**config.mk**
```make
export PLATFORM = sky130hd
export DESIGN_NAME = beamscaler_wb_reader
export DESIGN_NICKNAME = d
export VERILOG_FILES = /design/src/rtl/beamscaler_wb_reader_pkg.sv /design/src/rtl/beamscaler_wb_reader_wb_read_timeout.sv /design/src/rtl/beamscaler_wb_reader.sv
export SDC_FILE = /design/constraint.sdc
export NUM_CORES = 1
export LEC_CHECK = 0
export ABC_AREA = 0
export CAP_MARGIN = 40
export CORE_ASPECT_RATIO = 1.75
export CORE_MARGIN = 3
export CORE_UTILIZATION = 39
export CTS_BUF_LIST = sky130_fd_sc_hd__clkbuf_8 sky130_fd_sc_hd__clkbuf_16
export CTS_CLUSTER_DIAMETER = 100
export CTS_CLUSTER_SIZE = 12
export DETAILED_ROUTE_END_ITERATION = 6
export PLACE_DENSITY = 0.75
export SLEW_MARGIN = 40
export SYNTH_ARGS = -nofsm -noshare
export SYNTH_HDL_FRONTEND = slang
export SYNTH_SLANG_ARGS = --single-unit
```
**constraint.sdc**
```tcl
create_clock -name wb_clk_i -period 1.9 [get_ports wb_clk_i]
set_input_delay 0.57 -clock wb_clk_i [delete_from_list [all_inputs] [get_ports wb_clk_i]]
set_output_delay 0.57 -clock wb_clk_i [all_outputs]
set_load 0.02 [all_outputs]
```
**src/rtl/beamscaler_wb_reader_pkg.sv**
```systemverilog
// Shared beam-scaler definitions: reader FSM states, scaler address map,
// header tag and the fill word used for failed reads.
package beamscaler_wb_reader_pkg;

  typedef enum logic [2:0] {
    ST_IDLE,
    ST_HDR,
    ST_REQ,
    ST_PUSH,
    ST_FIN
  } state_t;

  // Scaler address map, shared with the scaler target.
  localparam int ADR_W        = 12;
  localparam int ADR_HALF_BIT = 10;
  localparam int ADR_IDX_MSB  = 8;
  localparam int ADR_IDX_LSB  = 2;
  localparam int IDX_W        = ADR_IDX_MSB - ADR_IDX_LSB + 1;

  localparam logic [15:0] HDR_TAG_DEFAULT = 16'hBE5C;
  localparam logic [31:0] FILL_WORD       = 32'hDEAD_DEAD;

  function automatic logic [ADR_W-1:0] scaler_adr(input logic half,
                                                  input logic [IDX_W-1:0] idx);
    logic [ADR_W-1:0] adr;
    adr = '0;
    adr[ADR_HALF_BIT] = half;
    adr[ADR_IDX_MSB:ADR_IDX_LSB] = idx;
    return adr;
  endfunction

  // Header layout: tag in [31:16], bank in bit 8, words-per-half in [7:0].
  function automatic logic [31:0] header_word(input logic [15:0] tag,
                                              input logic bank,
                                              input logic [7:0] nwords);
    return {tag, 7'd0, bank, nwords};
  endfunction

endpackage

```
**src/rtl/beamscaler_wb_reader_wb_read_timeout.sv**
```systemverilog
// Response watchdog for one WISHBONE read: counts cycles spent waiting and
// flags expiry once the count reaches TIMEOUT.
module wb_read_timeout #(
  parameter int TIMEOUT = 63
) (
  input  logic clk,
  input  logic srst,
  input  logic start,
  input  logic run,
  output logic expired
);
  localparam int               CNT_W = $clog2(TIMEOUT + 1);
  localparam logic [CNT_W-1:0] LIMIT = CNT_W'(TIMEOUT);

  logic [CNT_W-1:0] cnt_reg, cnt_next;

  // Holds at LIMIT so a stalled request can never wrap back below it.
  always_comb begin
    cnt_next = cnt_reg;
    if (start) begin
      cnt_next = '0;
    end else if (run && (cnt_reg != LIMIT)) begin
      cnt_next = cnt_reg + 1'b1;
    end
  end

  always_ff @(posedge clk) begin
    if (srst) begin
      cnt_reg <= '0;
    end else begin
      cnt_reg <= cnt_next;
    end
  end

  assign expired = run && (cnt_reg == LIMIT);

endmodule

```
**src/rtl/beamscaler_wb_reader.sv**
```systemverilog
// Drains one beam-scaler bank over WISHBONE after each period-done strobe and
// emits it as a single header-prefixed packet on a ready/valid stream.
module beamscaler_wb_reader
  import beamscaler_wb_reader_pkg::*;
#(
  parameter int          NWORDS  = 46,
  parameter int          TIMEOUT = 63,
  parameter logic [15:0] HDR_TAG = HDR_TAG_DEFAULT
) (
  input  logic             wb_clk_i,
  input  logic             wb_rst_i,
  input  logic             done_i,
  input  logic             bank_i,
  output logic             wb_cyc_o,
  output logic             wb_stb_o,
  output logic             wb_we_o,
  output logic [ADR_W-1:0] wb_adr_o,
  output logic [31:0]      wb_dat_o,
  output logic [3:0]       wb_sel_o,
  input  logic [31:0]      wb_dat_i,
  input  logic             wb_ack_i,
  input  logic             wb_err_i,
  input  logic             wb_rty_i,
  output logic [31:0]      m_tdata,
  output logic             m_tvalid,
  input  logic             m_tready,
  output logic             m_tlast,
  output logic             busy_o,
  output logic             overrun_o,
  output logic [7:0]       err_cnt_o
);
  localparam logic [IDX_W-1:0] LAST_IDX   = IDX_W'(NWORDS - 1);
  localparam logic [7:0]       NWORDS_HDR = 8'(NWORDS);

  state_t           state_reg, state_next;
  logic             bank_reg;
  logic             half_reg;
  logic [IDX_W-1:0] idx_reg;
  logic [31:0]      word_reg;
  logic [7:0]       err_cnt_reg;
  logic             overrun_reg;

  logic tmo_start, tmo_run, tmo_expired;
  logic rsp_fail, rsp_any, last_beat;

  assign last_beat = half_reg && (idx_reg == LAST_IDX);
  assign rsp_fail  = wb_err_i || wb_rty_i || tmo_expired;
  assign rsp_any   = wb_ack_i || rsp_fail;
  assign tmo_run   = (state_reg == ST_REQ);
  assign tmo_start = (state_next == ST_REQ) && (state_reg != ST_REQ);

  wb_read_timeout #(
    .TIMEOUT(TIMEOUT)
  ) u_timeout (
    .clk    (wb_clk_i),
    .srst   (wb_rst_i),
    .start  (tmo_start),
    .run    (tmo_run),
    .expired(tmo_expired)
  );

  always_ff @(posedge wb_clk_i) begin
    if (wb_rst_i) begin
      state_reg <= ST_IDLE;
    end else begin
      state_reg <= state_next;
    end
  end

  always_comb begin
    state_next = state_reg;
    unique case (state_reg)
      ST_IDLE: if (done_i)   state_next = ST_HDR;
      ST_HDR:  if (m_tready) state_next = ST_REQ;
      ST_REQ:  if (rsp_any)  state_next = ST_PUSH;
      ST_PUSH: if (m_tready) state_next = last_beat ? ST_FIN : ST_REQ;
      ST_FIN:  state_next = ST_IDLE;
      default: state_next = ST_IDLE;
    endcase
  end

  always_comb begin
    wb_cyc_o = 1'b0;
    wb_stb_o = 1'b0;
    wb_adr_o = '0;
    m_tvalid = 1'b0;
    m_tdata  = '0;
    m_tlast  = 1'b0;
    busy_o   = (state_reg != ST_IDLE);
    unique case (state_reg)
      ST_HDR: begin
        m_tvalid = 1'b1;
        m_tdata  = header_word(HDR_TAG, bank_reg, NWORDS_HDR);
      end
      ST_REQ: begin
        wb_cyc_o = 1'b1;
        wb_stb_o = 1'b1;
        wb_adr_o = scaler_adr(half_reg, idx_reg);
      end
      ST_PUSH: begin
        m_tvalid = 1'b1;
        m_tdata  = word_reg;
        m_tlast  = last_beat;
      end
      default: ;
    endcase
  end

  // Datapath: bank latch, read pointer, captured word and status counters.
  always_ff @(posedge wb_clk_i) begin
    if (wb_rst_i) begin
      bank_reg    <= 1'b0;
      half_reg    <= 1'b0;
      idx_reg     <= '0;
      word_reg    <= '0;
      err_cnt_reg <= '0;
      overrun_reg <= 1'b0;
    end else begin
      unique case (state_reg)
        ST_IDLE: begin
          if (done_i) begin
            bank_reg <= bank_i;
            half_reg <= 1'b0;
            idx_reg  <= '0;
          end
        end
        ST_REQ: begin
          // An ack wins over a simultaneous failure or timeout.
          if (wb_ack_i) begin
            word_reg <= wb_dat_i;
          end else if (rsp_fail) begin
            word_reg <= FILL_WORD;
            if (err_cnt_reg != 8'hFF) begin
              err_cnt_reg <= err_cnt_reg + 8'd1;
            end
          end
        end
        ST_PUSH: begin
          if (m_tready && !last_beat) begin
            if (idx_reg == LAST_IDX) begin
              half_reg <= 1'b1;
              idx_reg  <= '0;
            end else begin
              idx_reg <= idx_reg + 1'b1;
            end
          end
        end
        default: ;
      endcase
      if (done_i && (state_reg != ST_IDLE)) begin
        overrun_reg <= 1'b1;
      end
    end
  end

  assign wb_we_o   = 1'b0;
  assign wb_dat_o  = '0;
  assign wb_sel_o  = 4'hF;
  assign overrun_o = overrun_reg;
  assign err_cnt_o = err_cnt_reg;

endmodule

```
Word-level counts from Yosys, hierarchy flattened
Cells that the tools add are included.
{"block": "totals", "wordCells": 66, "reg_bits": 59}
{"block": "classes", "mux": 21, "eq_ne": 12, "reduce_logical": 21, "addsub": 3, "bitwise_logic": 1}
{"op": "32-bit 2-to-1 mux", "count": 2}
{"op": "32-bit one-hot mux with 2 select lines", "count": 1}
{"op": "7-bit 2-to-1 mux", "count": 3}
{"op": "3-bit 2-to-1 mux", "count": 5}
{"op": "7-bit one-hot mux with 2 select lines", "count": 1}
{"op": "3-bit one-hot mux with 4 select lines", "count": 1}
{"op": "11-bit 2-to-1 mux", "count": 1}
{"op": "3-bit by 2-bit == test with 1-bit output, second input constant", "count": 3}
{"op": "8-bit by 1-bit adder with 8-bit output, second input constant", "count": 1}
{"op": "8-bit inequality test, second input constant", "count": 1}
{"op": "4-bit AND reduction", "count": 2}
{"op": "7-bit by 1-bit adder with 7-bit output, second input constant", "count": 1}
{"op": "7-bit by 6-bit == test with 1-bit output, second input constant", "count": 1}
{"op": "6-bit by 1-bit adder with 6-bit output, second input constant", "count": 1}
{"op": "6-bit == test, second input constant", "count": 1}
{"op": "1-bit logical AND", "count": 6}
{"op": "1-bit 2-to-1 mux", "count": 6}
{"op": "2-bit inequality test, second input constant", "count": 3}
{"op": "6-bit inequality test, second input constant", "count": 1}
{"op": "2-bit AND reduction", "count": 2}
{"op": "2-bit nonzero test", "count": 2}
{"op": "2-bit OR reduction", "count": 2}
{"op": "3-bit by 1-bit == test with 1-bit output, second input constant", "count": 1}
{"op": "3-bit logical NOT", "count": 1}
{"op": "other kinds (7)", "count": 9}

Logic depth before layout (Yosys ltp)
Gate-level depths: netlist of the first run.
{"block": "logic_depth", "depth_word": 9, "mapped_depth": 8}

By module
A second synthesis of the first run with hierarchy kept.
{"block": "unflattened", "hier_cells": 399, "area_unflattened_um2": 3210.6}
{"mod": "beamscaler_wb_reader", "n_inst": 1, "seq_area_each_um2": 1061.0, "area_per_inst_um2": 2905.3, "cells_per_inst": 366}
{"mod": "wb_read_timeout", "n_inst": 1, "seq_area_each_um2": 120.1, "area_per_inst_um2": 305.3, "cells_per_inst": 33}

Least setup slack after synthesis of the first run
OpenSTA, ideal clock, no wires.
{"block": "synth_timing", "kind": "flip-flop to output port", "start": "reg idx_reg[0]", "end": "out m_tlast", "arrival_ns": 1.643, "path_stages_with_launch": 5, "required_ns": 1.330, "n_path_buf": 0, "path_slack_ns": -0.313, "path_cell_list": "dfxtp_1 -> ha_1 -> nor4bb_1 -> nand3_1 -> nor2_1"}
{"block": "synth_via", "elab_chain_cells": 3}
{"element": "start, declared", "line_no": "beamscaler_wb_reader.sv:38", "source": "logic [IDX_W-1:0] idx_reg;"}
{"element": "start signal, assigned", "line_no": "beamscaler_wb_reader.sv:144", "source": "idx_reg <= idx_reg + 1'b1;"}
{"element": "7-bit by 6-bit == test with 1-bit output", "line_no": "beamscaler_wb_reader.sv:46", "source": "assign last_beat = half_reg && (idx_reg == LAST_IDX);"}
{"element": "1-bit logical AND", "line_no": "beamscaler_wb_reader.sv:46"}
{"element": "1-bit 2-to-1 mux", "line_no": "beamscaler_wb_reader.sv:90", "source": "unique case (state_reg)"}
{"element": "end, declared", "line_no": "beamscaler_wb_reader.sv:27", "source": "output logic m_tlast,"}
Every way passes these cells.

Final worst setup path of the first run
{"block": "layout_timing", "start": "reg state_reg[1]", "end": "out wb_adr_o[10]"}
{"block": "layout_via", "elab_chain_cells": 2}
{"element": "start, declared", "line_no": "beamscaler_wb_reader.sv:35", "source": "state_t state_reg, state_next;"}
{"element": "start signal, assigned", "line_no": "beamscaler_wb_reader.sv:66", "source": "state_reg <= state_next;"}
{"element": "3-bit by 2-bit == test with 1-bit output", "line_no": "beamscaler_wb_reader.sv:90"}
{"element": "11-bit 2-to-1 mux", "line_no": "beamscaler_wb_reader.sv:90"}
{"element": "end, declared", "line_no": "beamscaler_wb_reader.sv:17", "source": "output logic [ADR_W-1:0] wb_adr_o,"}
Every way passes these cells.

==> summary.md, run 1 <==
| Metric | Value |
|---|---|
| Status | `finished with violations` |
| Violated checks | `setup timing` |
| CTS Sinks | `59` |
| FMAX | `493 MHz` |
| Top cell type's share of synthesized area | `0.368` |
| First-pass GRT wire length | `14800 um` |
| Number of buffers added on ports | `93` |
| Clk slew on worst S/H paths | `0.05 ns` |
| Syn. warnings | `0` |
| Drt drc | `0` |
| Routed len/inst | `14.9 um` |
| Mean post-synth cell area | `7.88 um^2` |
| Synth area leaders | `dfxtp_1 (37%), buf_4 (9.8%), a211oi_1 (6.6%), a21oi_1 (6.6%), nor2_1 (5.6%)` |
| GPL Wtd Cong | `0.874` |
| Total vias in the final route | `3303` |
| Async S/R FF share, synth | `0` |
| Most frequent cells in the layout | `buf_4 (66), dfxtp_1 (55), conb_1 (41)` |
| Worst r2r src | `idx_reg[1]` |
| CTS tree | `yes` |
| Most common cell after layout, fill and taps aside | `buf_4` |
| Largest net degree at the start of global routing | `28` |
| Initial Util | `0.403` |
| Part of the cycle the worst path needs | `1.07` |
| Worst path required time | `1.33 ns` |
| Insertion delay to the later sink of the worst-skew pair | `0.33 ns` |
| Detailed Routing Iterations Pass 1 | `4` |
| IO Count | `135` |
| Synth-to-Final Area Change | `61.6%` |
| Main flop type after synthesis | `dfxtp_1` |
| Cells after Synth | `407` |
| Setup tns final | `-2.95 ns` |
| Worst hold slack | `0.469 ns` |
| Fin area | `0.00518 mm^2` |
| Die height | `126 um` |
| H-tree depth | `3` |
| DP Worst Slack | `-0.365 ns` |
| Max reg flops | `32` |
| Final Hold Viols | `0` |
| Num CTS Buffers | `9` |
| Final ANT Viol Nets | `0` |
| Hold Crit Depth | `2` |
| Setup WS post-layout | `-0.129 ns` |
| Total power per unit cell area | `723 mW/mm^2` |
| Die area | `0.00939 mm^2` |
| Root Driver | `clkbuf_16` |
| Overall Power | `3.75 mW` |
| Post-DP Area | `0.00437 mm^2` |
| Max Slew Vio Count | `0` |
| Leakage | `2.09 nW` |
| Fin crit period | `2.03 ns` |
| FF+latch count, synth | `59` |
| All-layer global routing usage | `0.204` |
| Worst Clk Skew | `0.00329 ns` |
| Ant. Diodes | `0` |
| DRT Wirelength | `9600 um` |
| Vias in the first global route | `3111` |
| Final net count | `593` |
| Register area share after synthesis | `0.368` |
| Count of cell types in the netlist | `46` |
| HP Start | `overrun_o` |
| Dpl cells | `608` |
| Rows | `43` |
| Non-filler instance count after layout | `644` |
| WP data arrival | `1.46 ns` |
| Number of flops mapped to enable cells by yosys | `0` |
| Worst-path fanout max | `7` |
| Die W | `74.6 um` |
| Global route overflow | `0` |
| RSZ-0062 raised after global routing | `true` |
| Worst Setup Path Type | `flop to output pin` |
| Cells on worst reg2reg path | `13` |
| Deepest clock path buffer count | `2` |
| Core Util, Final | `0.651` |
| R2r endpoint | `state_reg[1]` |
| R2r setup slk | `-0.09 ns` |
| Core area | `0.00796 mm^2` |
| Initial DRC Count | `113` |
| Final setup viols | `44` |
| Hold Path Class | `flop to flop` |
| Vias per inst | `5.13` |
| Number of max-cap violations | `0` |
| Hold EP | `overrun_o` |
| Mapped Area | `0.00321 mm^2` |
| Worst setup SP type | `flop` |
| Initial antenna violation count | `0` |
| VDD IR max | `0.591 mV` |
| Final HPWL DP | `6680 um` |
| Kind of end point of the critical path | `output pin` |
| Yosys top cell by area | `dfxtp_1` |
| Share of cells above drive strength 1 | `0.352` |
[cells in the mapped netlist, drive strengths merged (4+ instances only)]
cell type / number
buf: 50
nand2: 20
dfxtp: 59
and2: 13
o21ai: 18
o31ai: 5
nand3: 5
nor3: 6
ha: 4
or4: 5
inv: 32
clkbuf: 18
nand4: 6
a211oi: 28
mux2i: 7
o21bai: 4
nor2: 48
a21oi: 42
[power by group]
group	internal [mW]	leakage (nW)	switching, mW
clock	1.06	0.150	0.603
sequential	1.29	0.480	0.0204
combinational	0.351	1.46	0.424
total	2.70	2.09	1.05
[layout make-up]
class,count,area (um^2)
fill,658,2780
multi-input combinational,287,1910
clock buffer,10,239
clock inverter,6,72.6
inverter,32,128
timing repair buffer,160,1530
sequential,59,1190
tap,90,113
[how the worst max path moves through the flow]
stage                      start           end  cells past startpoint
floorplan           state_reg[2]  wb_adr_o[10]                      5
global placement    state_reg[2]   wb_adr_o[7]                      4
detailed placement  state_reg[2]   wb_adr_o[2]                      4
CTS                 state_reg[0]   wb_adr_o[6]                      4
global route        state_reg[2]   m_tdata[16]                      5
finish              state_reg[1]  wb_adr_o[10]                      4
[layer usage]
layer,GRT usage,routed length (um),vias to the layer above
met5,0,0,-
met4,0.0985,253,0
met3,0.0431,526,20
met2,0.364,5290,130
met1,0.218,3520,1553
li1,-,-,1600
[cells by family after synthesis]
group                      synth area share
DFF                                   0.368
AOI/OAI and AO/OA                     0.212
xor gates and xnor gates            0.00819
muxes                                0.0218
and+or+nand+nor                       0.197
adders and majority gates            0.0156
buffers and inverters                 0.174
other                               0.00234
[critical path, stage by stage (launching register included)]
cell,delay [ns]
dfxtp_2,0.34
or3b_4,0.42
buf_12,0.17
nor2_4,0.08
buf_6,0.12
[timing repair]
item / 4_1_cts / 5_1_grt
endpoints found under the hold margin: 0 / 0
hold buffers: 0 / 0
gates cloned: 1 / 2
gates resized for setup: 305 / 52
pin swaps: 19 / 13
buffers inserted: 15 / 2
setup endpoints to repair: 55 / 80
Power figures use the tool's default switching activity.
==> run 2: changes to the inputs <==
CELL_PAD_IN_SITES_DETAIL_PLACEMENT = 1   (was unset)
CELL_PAD_IN_SITES_GLOBAL_PLACEMENT = 1   (was unset)
CORE_UTILIZATION = 27   (was 39)
CTS_CLUSTER_SIZE = 8   (was 12)
PLACE_DENSITY = 0.74   (was 0.75)
==> run 2 against run 1 <==
Effect of this change:
- the run still ends with setup timing left
- critical path type unchanged
- maximum frequency down 0.23%
- sequential power about the same
- non-clock buffer count down 6
- clock power about the same
==> summary.md, run 2 (same netlist as run 1, synthesis figures left out) <==
| Metric | Value |
|---|---|
| Die area | `0.0133 mm^2` |
| WP data arrival | `1.46 ns` |
| Largest net degree at the start of global routing | `28` |
| Ant. Diodes | `0` |
| DRT Wirelength | `11200 um` |
| Detailed Routing Iterations Pass 1 | `4` |
| All-layer global routing usage | `0.167` |
| CTS tree | `yes` |
| CTS Sinks | `59` |
| Most common cell after layout, fill and taps aside | `buf_4` |
| Rows | `52` |
| Final ANT Viol Nets | `0` |
| Hold_buf cts | `0` |
| Total power per unit cell area | `723 mW/mm^2` |
| Number of max-cap violations | `0` |
| Overall Power | `3.79 mW` |
| Share of cells above drive strength 1 | `0.362` |
| Setup WS post-layout | `-0.134 ns` |
| Final net count | `588` |
| Hold Path Class | `flop to flop` |
| RSZ-0062 raised after global routing | `true` |
| Final setup viols | `45` |
| Number of buffers added on ports | `93` |
| Root Driver | `clkbuf_16` |
| VDD IR max | `0.428 mV` |
| Worst-path fanout max | `7` |
| Worst Path Buf+Inv | `2` |
| Worst setup SP type | `flop` |
| Drt drc | `0` |
| Largest delay contributor family on the critical path | `simple AND/OR/NAND/NOR gates` |
| Die height | `150 um` |
| Vias in the first global route | `3533` |
| Worst Setup Path Type | `flop to output pin` |
| Core Util, Final | `0.452` |
| Max reg flops | `32` |
| Insertion delay to the later sink of the worst-skew pair | `0.33 ns` |
| Synth-to-Final Area Change | `63.3%` |
| Max Slew Vio Count | `0` |
| Final HPWL DP | `8050 um` |
| Dpl cells | `657` |
| First-pass GRT wire length | `17300 um` |
| Fin crit period | `2.03 ns` |
| Part of the cycle the worst path needs | `1.07` |
| Die W | `88.4 um` |
| Core area | `0.0116 mm^2` |
| Leakage | `2.08 nW` |
| Initial DRC Count | `145` |
| Routed len/inst | `16.4 um` |
| CP max stage cell | `or3b_4` |
| Vias per inst | `4.86` |
| Clk slew on worst S/H paths | `0.05 ns` |
| GPL Wtd Cong | `0.830` |
| Kind of end point of the critical path | `output pin` |
| Num CTS Buffers | `9` |
| Total vias in the final route | `3322` |
| IO Count | `135` |
| Worst hold slack | `0.465 ns` |
| Most frequent cells in the layout | `buf_4 (56), dfxtp_1 (53), buf_6 (44)` |
| Cell Chain, Critical Path | `or3b_4 > buf_12 > nor2_4 > buf_6` |
| Final Hold Viols | `0` |
| FMAX | `492 MHz` |
| Global route overflow | `0` |
| Violated checks | `setup timing` |
| Initial antenna violation count | `0` |
| CP peak stage delay | `0.44 ns` |
| Initial Util | `0.277` |
| Non-filler instance count after layout | `684` |
| Status | `finished with violations` |
| Setup tns final | `-3.98 ns` |
| H-tree depth | `3` |
| Worst path required time | `1.33 ns` |
| Deepest clock path buffer count | `2` |
| Worst Clk Skew | `0.00809 ns` |
[run 2: per-stage QoR]
step                      setup slack (ns)  cell area, um^2
after floorplan                    -0.0583             3410
after global placement              -0.327             4470
after detailed placement            -0.405             4470
after CTS                           -0.131             5070
after global routing                -0.183             5240
final                               -0.134             5240
[run 2: area by class of cell]
type | count | area, um^2
Clock inverter | 7 | 85.1
Inverter | 32 | 128
Tap cell | 135 | 169
Multi-Input combinational cell | 288 | 1950
Sequential cell | 59 | 1190
Clock buffer | 9 | 225
Timing Repair Buffer | 154 | 1500
Fill cell | 1363 | 6340
[run 2: final timing paths]
check | cells past startpoint | startpoint | slack, ns | end
setup / recovery | 4 | state_reg[0] | -0.13 | wb_adr_o[3]
hold / removal | 2 | word_reg[23] | 0.47 | word_reg[23]
setup reg to reg | 5 | state_reg[0] | -0.01 | err_cnt_o[5]
hold reg to reg | 2 | word_reg[23] | 0.47 | word_reg[23]
[run 2: what timing repair did]
item | in CTS | in global routing
setup endpoints to repair | 59 | 79
pin swaps | 14 | 15
cloned | 2 | 0
setup buffers | 8 | 1
resized for setup | 324 | 41
[run 2: worst reg2reg max path, stage by stage, from the launching register on]
cell and delay (ns):
dfxtp_2 0.32, or3b_4 0.44, buf_12 0.17, a311o_1 0.34
or4_4 0.43, a21oi_2 0.14
[run 2: routing by layer]
layer	vias up	global-route usage	wire length, um
met5	-	0	0
met4	0	0.0620	256
met3	20	0.0263	486
met2	120	0.321	6410
met1	1588	0.176	4050
li1	1594	-	-
[run 2: where the power goes]
group	total (mW)	internal, mW	switching, mW
clock network	1.70	1.13	0.569
logic	0.772	0.340	0.433
registers	1.31	1.29	0.0229
total	3.79	2.76	1.02
==> run 3: changes to the inputs <==
ABC_AREA = 1   (was 0)
CORE_UTILIZATION = 32   (was 27)
CTS_CLUSTER_SIZE = unset   (was 8)
PLACE_DENSITY = 0.83   (was 0.74)
clock period = 2.37 ns   (was 1.9 ns; I/O delays follow)
==> run 3 against run 2 <==
Effect of this change:
- the run now ends clean
- combinational power decreased by 22%
- core utilization decreased by 0.58 points
- flip-flop and latch count unchanged
- largest power group unchanged
- routed wire length decreased by 8.8%
- non-clock buffer count decreased by 43
- sequential share of layout area increased by 3.0 points
- register-to-register slack improved by 0.62 ns
- synthesized cell count increased by 16%
- largest cell class unchanged
==> summary.md, run 3 <==
| Metric | Value |
|---|---|
| Initial antenna violation count | `0` |
| Num CTS Buffers | `9` |
| Async S/R FF share, synth | `0` |
| Die W | `83.6 um` |
| R2r setup slk | `0.61 ns` |
| Insertion delay to the later sink of the worst-skew pair | `0.32 ns` |
| Core area | `0.0103 mm^2` |
| Sw Ratio | `0.293` |
| Leakage | `2.16 nW` |
| Top cell type's share of synthesized area | `0.350` |
| Worst path required time | `1.66 ns` |
| Main flop type after synthesis | `dfxtp_1` |
| Routed len/inst | `14.4 um` |
| RSZ-0062 raised after global routing | `false` |
| Max reg flops | `32` |
| R2r endpoint | `err_cnt_o[0]` |
| Largest net degree at the start of global routing | `36` |
| Synth-to-Final Area Change | `36.4%` |
| Number of flops mapped to enable cells by yosys | `0` |
| H-tree depth | `3` |
| Most common cell after layout, fill and taps aside | `nor2_1` |
| Seq pwr share | `0.368` |
| Root Driver | `clkbuf_16` |
| Worst setup SP type | `flop` |
| Syn. warnings | `0` |
| Synth area leaders | `dfxtp_1 (35%), buf_4 (9.4%), nor2_1 (8.9%), inv_1 (6.9%), nand2_1 (6.5%)` |
| IO Count | `135` |
| Ant. Diodes | `0` |
| Kind of end point of the critical path | `output pin` |
| Rows | `49` |
| Setup crit start | `state_reg[1]` |
| Drt drc | `0` |
| CTS tree | `yes` |
| Deepest clock path buffer count | `2` |
| Mean post-synth cell area | `7.11 um^2` |
| Final HPWL DP | `7850 um` |
| WP data arrival | `1.56 ns` |
| Post-DP Area | `0.00439 mm^2` |
| Final Hold Viols | `0` |
| Max Slew Vio Count | `0` |
| Fin area | `0.00460 mm^2` |
| Initial Util | `0.327` |
| Comb pwr share | `0.202` |
| Clk pwr share | `0.429` |
| Total power per unit cell area | `650 mW/mm^2` |
| First-pass GRT wire length | `16600 um` |
| Hold Path Class | `flop to flop` |
| Hold_buf cts | `0` |
| Yosys top cell by area | `dfxtp_1` |
| Share of cells above drive strength 1 | `0.130` |
| Mapped Area | `0.00337 mm^2` |
| Most frequent cells in the layout | `nor2_1 (79), inv_1 (64), dfxtp_1 (59)` |
| Setup WS post-layout | `0.101 ns` |
| Vias in the first global route | `3507` |
| Global route overflow | `0` |
| FF+latch count, synth | `59` |
| Detailed Routing Iterations Pass 1 | `4` |
| Setup crit end | `busy_o` |
| Number of buffers added on ports | `93` |
| Setup tns final | `0 ns` |
| Worst Setup Path Type | `flop to output pin` |
| Final setup viols | `0` |
| CTS Sinks | `59` |
| Part of the cycle the worst path needs | `0.957` |
| Worst Clk Skew | `0.00370 ns` |
| Synth cell count leaders | `nor2_1 (80), inv_1 (62), dfxtp_1 (59)` |
| Number of max-cap violations | `0` |
| Worst r2r src | `u_timeout.cnt_reg[0]` |
| DP Worst Slack | `-0.0302 ns` |
| Count of cell types in the netlist | `37` |
| Die area | `0.0119 mm^2` |
| Vias per inst | `4.65` |
| FMAX | `441 MHz` |
| Core Util, Final | `0.447` |
| Psw | `0.876 mW` |
| Cells on worst reg2reg path | `10` |
| Die height | `142 um` |
| Total vias in the final route | `3304` |
| Fin crit period | `2.27 ns` |
| Final ANT Viol Nets | `0` |
| P_int | `2.11 mW` |
| All-layer global routing usage | `0.175` |
| Clk slew on worst S/H paths | `0.05 ns` |
| Overall Power | `2.99 mW` |
| Count leader, synth | `nor2_1` |
| GPL Wtd Cong | `0.819` |
| VDD IR max | `0.381 mV` |
| Status | `complete, no violations` |
| HP Start | `word_reg[16]` |
| Register area share after synthesis | `0.350` |
| Initial DRC Count | `112` |
| Cells after Synth | `474` |
| Worst-path fanout max | `13` |
| DRT Wirelength | `10200 um` |
| Final net count | `622` |
-- run 3: kinds of logic (layout without fill, tap and decap cells) --
kind of cell               after synthesis  after routing  synth area share
buffers and inverters                  127            197             0.194
other                                    2             41           0.00223
DFF                                     59             59             0.350
xor gates and xnor gates                12             12            0.0312
and+or+nand+nor                        199            199             0.277
AOI/OAI and AO/OA                       71             71             0.131
adders and majority gates                4              4            0.0148
-- run 3: routing by layer --
layer	vias to the layer above	share of wire	track usage
li1	1597	-	-
met1	1576	0.35	0.163
met2	109	0.57	0.354
met3	22	0.050	0.0337
met4	0	0.030	0.0788
met5	-	0	0
-- run 3: layout make-up --
class / count / area [um^2]
Timing Repair Buffer: 111 / 1010
Tap cell: 127 / 159
Fill cell: 1330 / 5700
Sequential cell: 59 / 1180
Clock inverter: 6 / 57.6
Inverter: 70 / 263
Clock buffer: 10 / 239
Multi-Input combinational cell: 327 / 1690
-- run 3: timing repair --
item,in CTS,in global routing
cloned,0,0
resized for setup,50,40
setup buffers,0,0
setup endpoints to repair,45,26
-- run 3: per-stage QoR --
stage / instances / hold slack, ns
after floorplan: 513 / 0.425
after global placement: 694 / 0.434
after detailed placement: 694 / 0.461
after CTS: 710 / 0.473
after global routing: 710 / 0.497
final: 710 / 0.463
-- run 3: how the worst min path moves through the flow --
stage | to | slack (ns) | cells after the start
floorplan | bank_reg | 0.42 | 2
global placement | bank_reg | 0.43 | 2
detailed placement | word_reg[16] | 0.46 | 2
CTS | word_reg[16] | 0.47 | 2
global route | word_reg[10] | 0.50 | 2
finish | word_reg[16] | 0.46 | 2
-- run 3: power by group through the flow --
| stage | logic (mW) | registers, mW | clock network (mW) |
|---|---|---|---|
| 6_report | 0.605 | 1.10 | 1.28 |
| 5_1_grt | 0.662 | 1.11 | 1.37 |
| 4_1_cts | 0.618 | 1.10 | 1.31 |
| 3_5_place_dp | 0.647 | 1.12 | 0 |
| 3_3_place_gp | 0.629 | 1.11 | 0 |
| 2_1_floorplan | 0.420 | 1.11 | 0 |
-- run 3: worst max-delay path: stages, from the launching register on --
cell,delay [ns]
dfxtp_1,0.35
inv_2,0.14
buf_4,0.22
nand3_1,0.15
dlygate4sd2_1,0.36
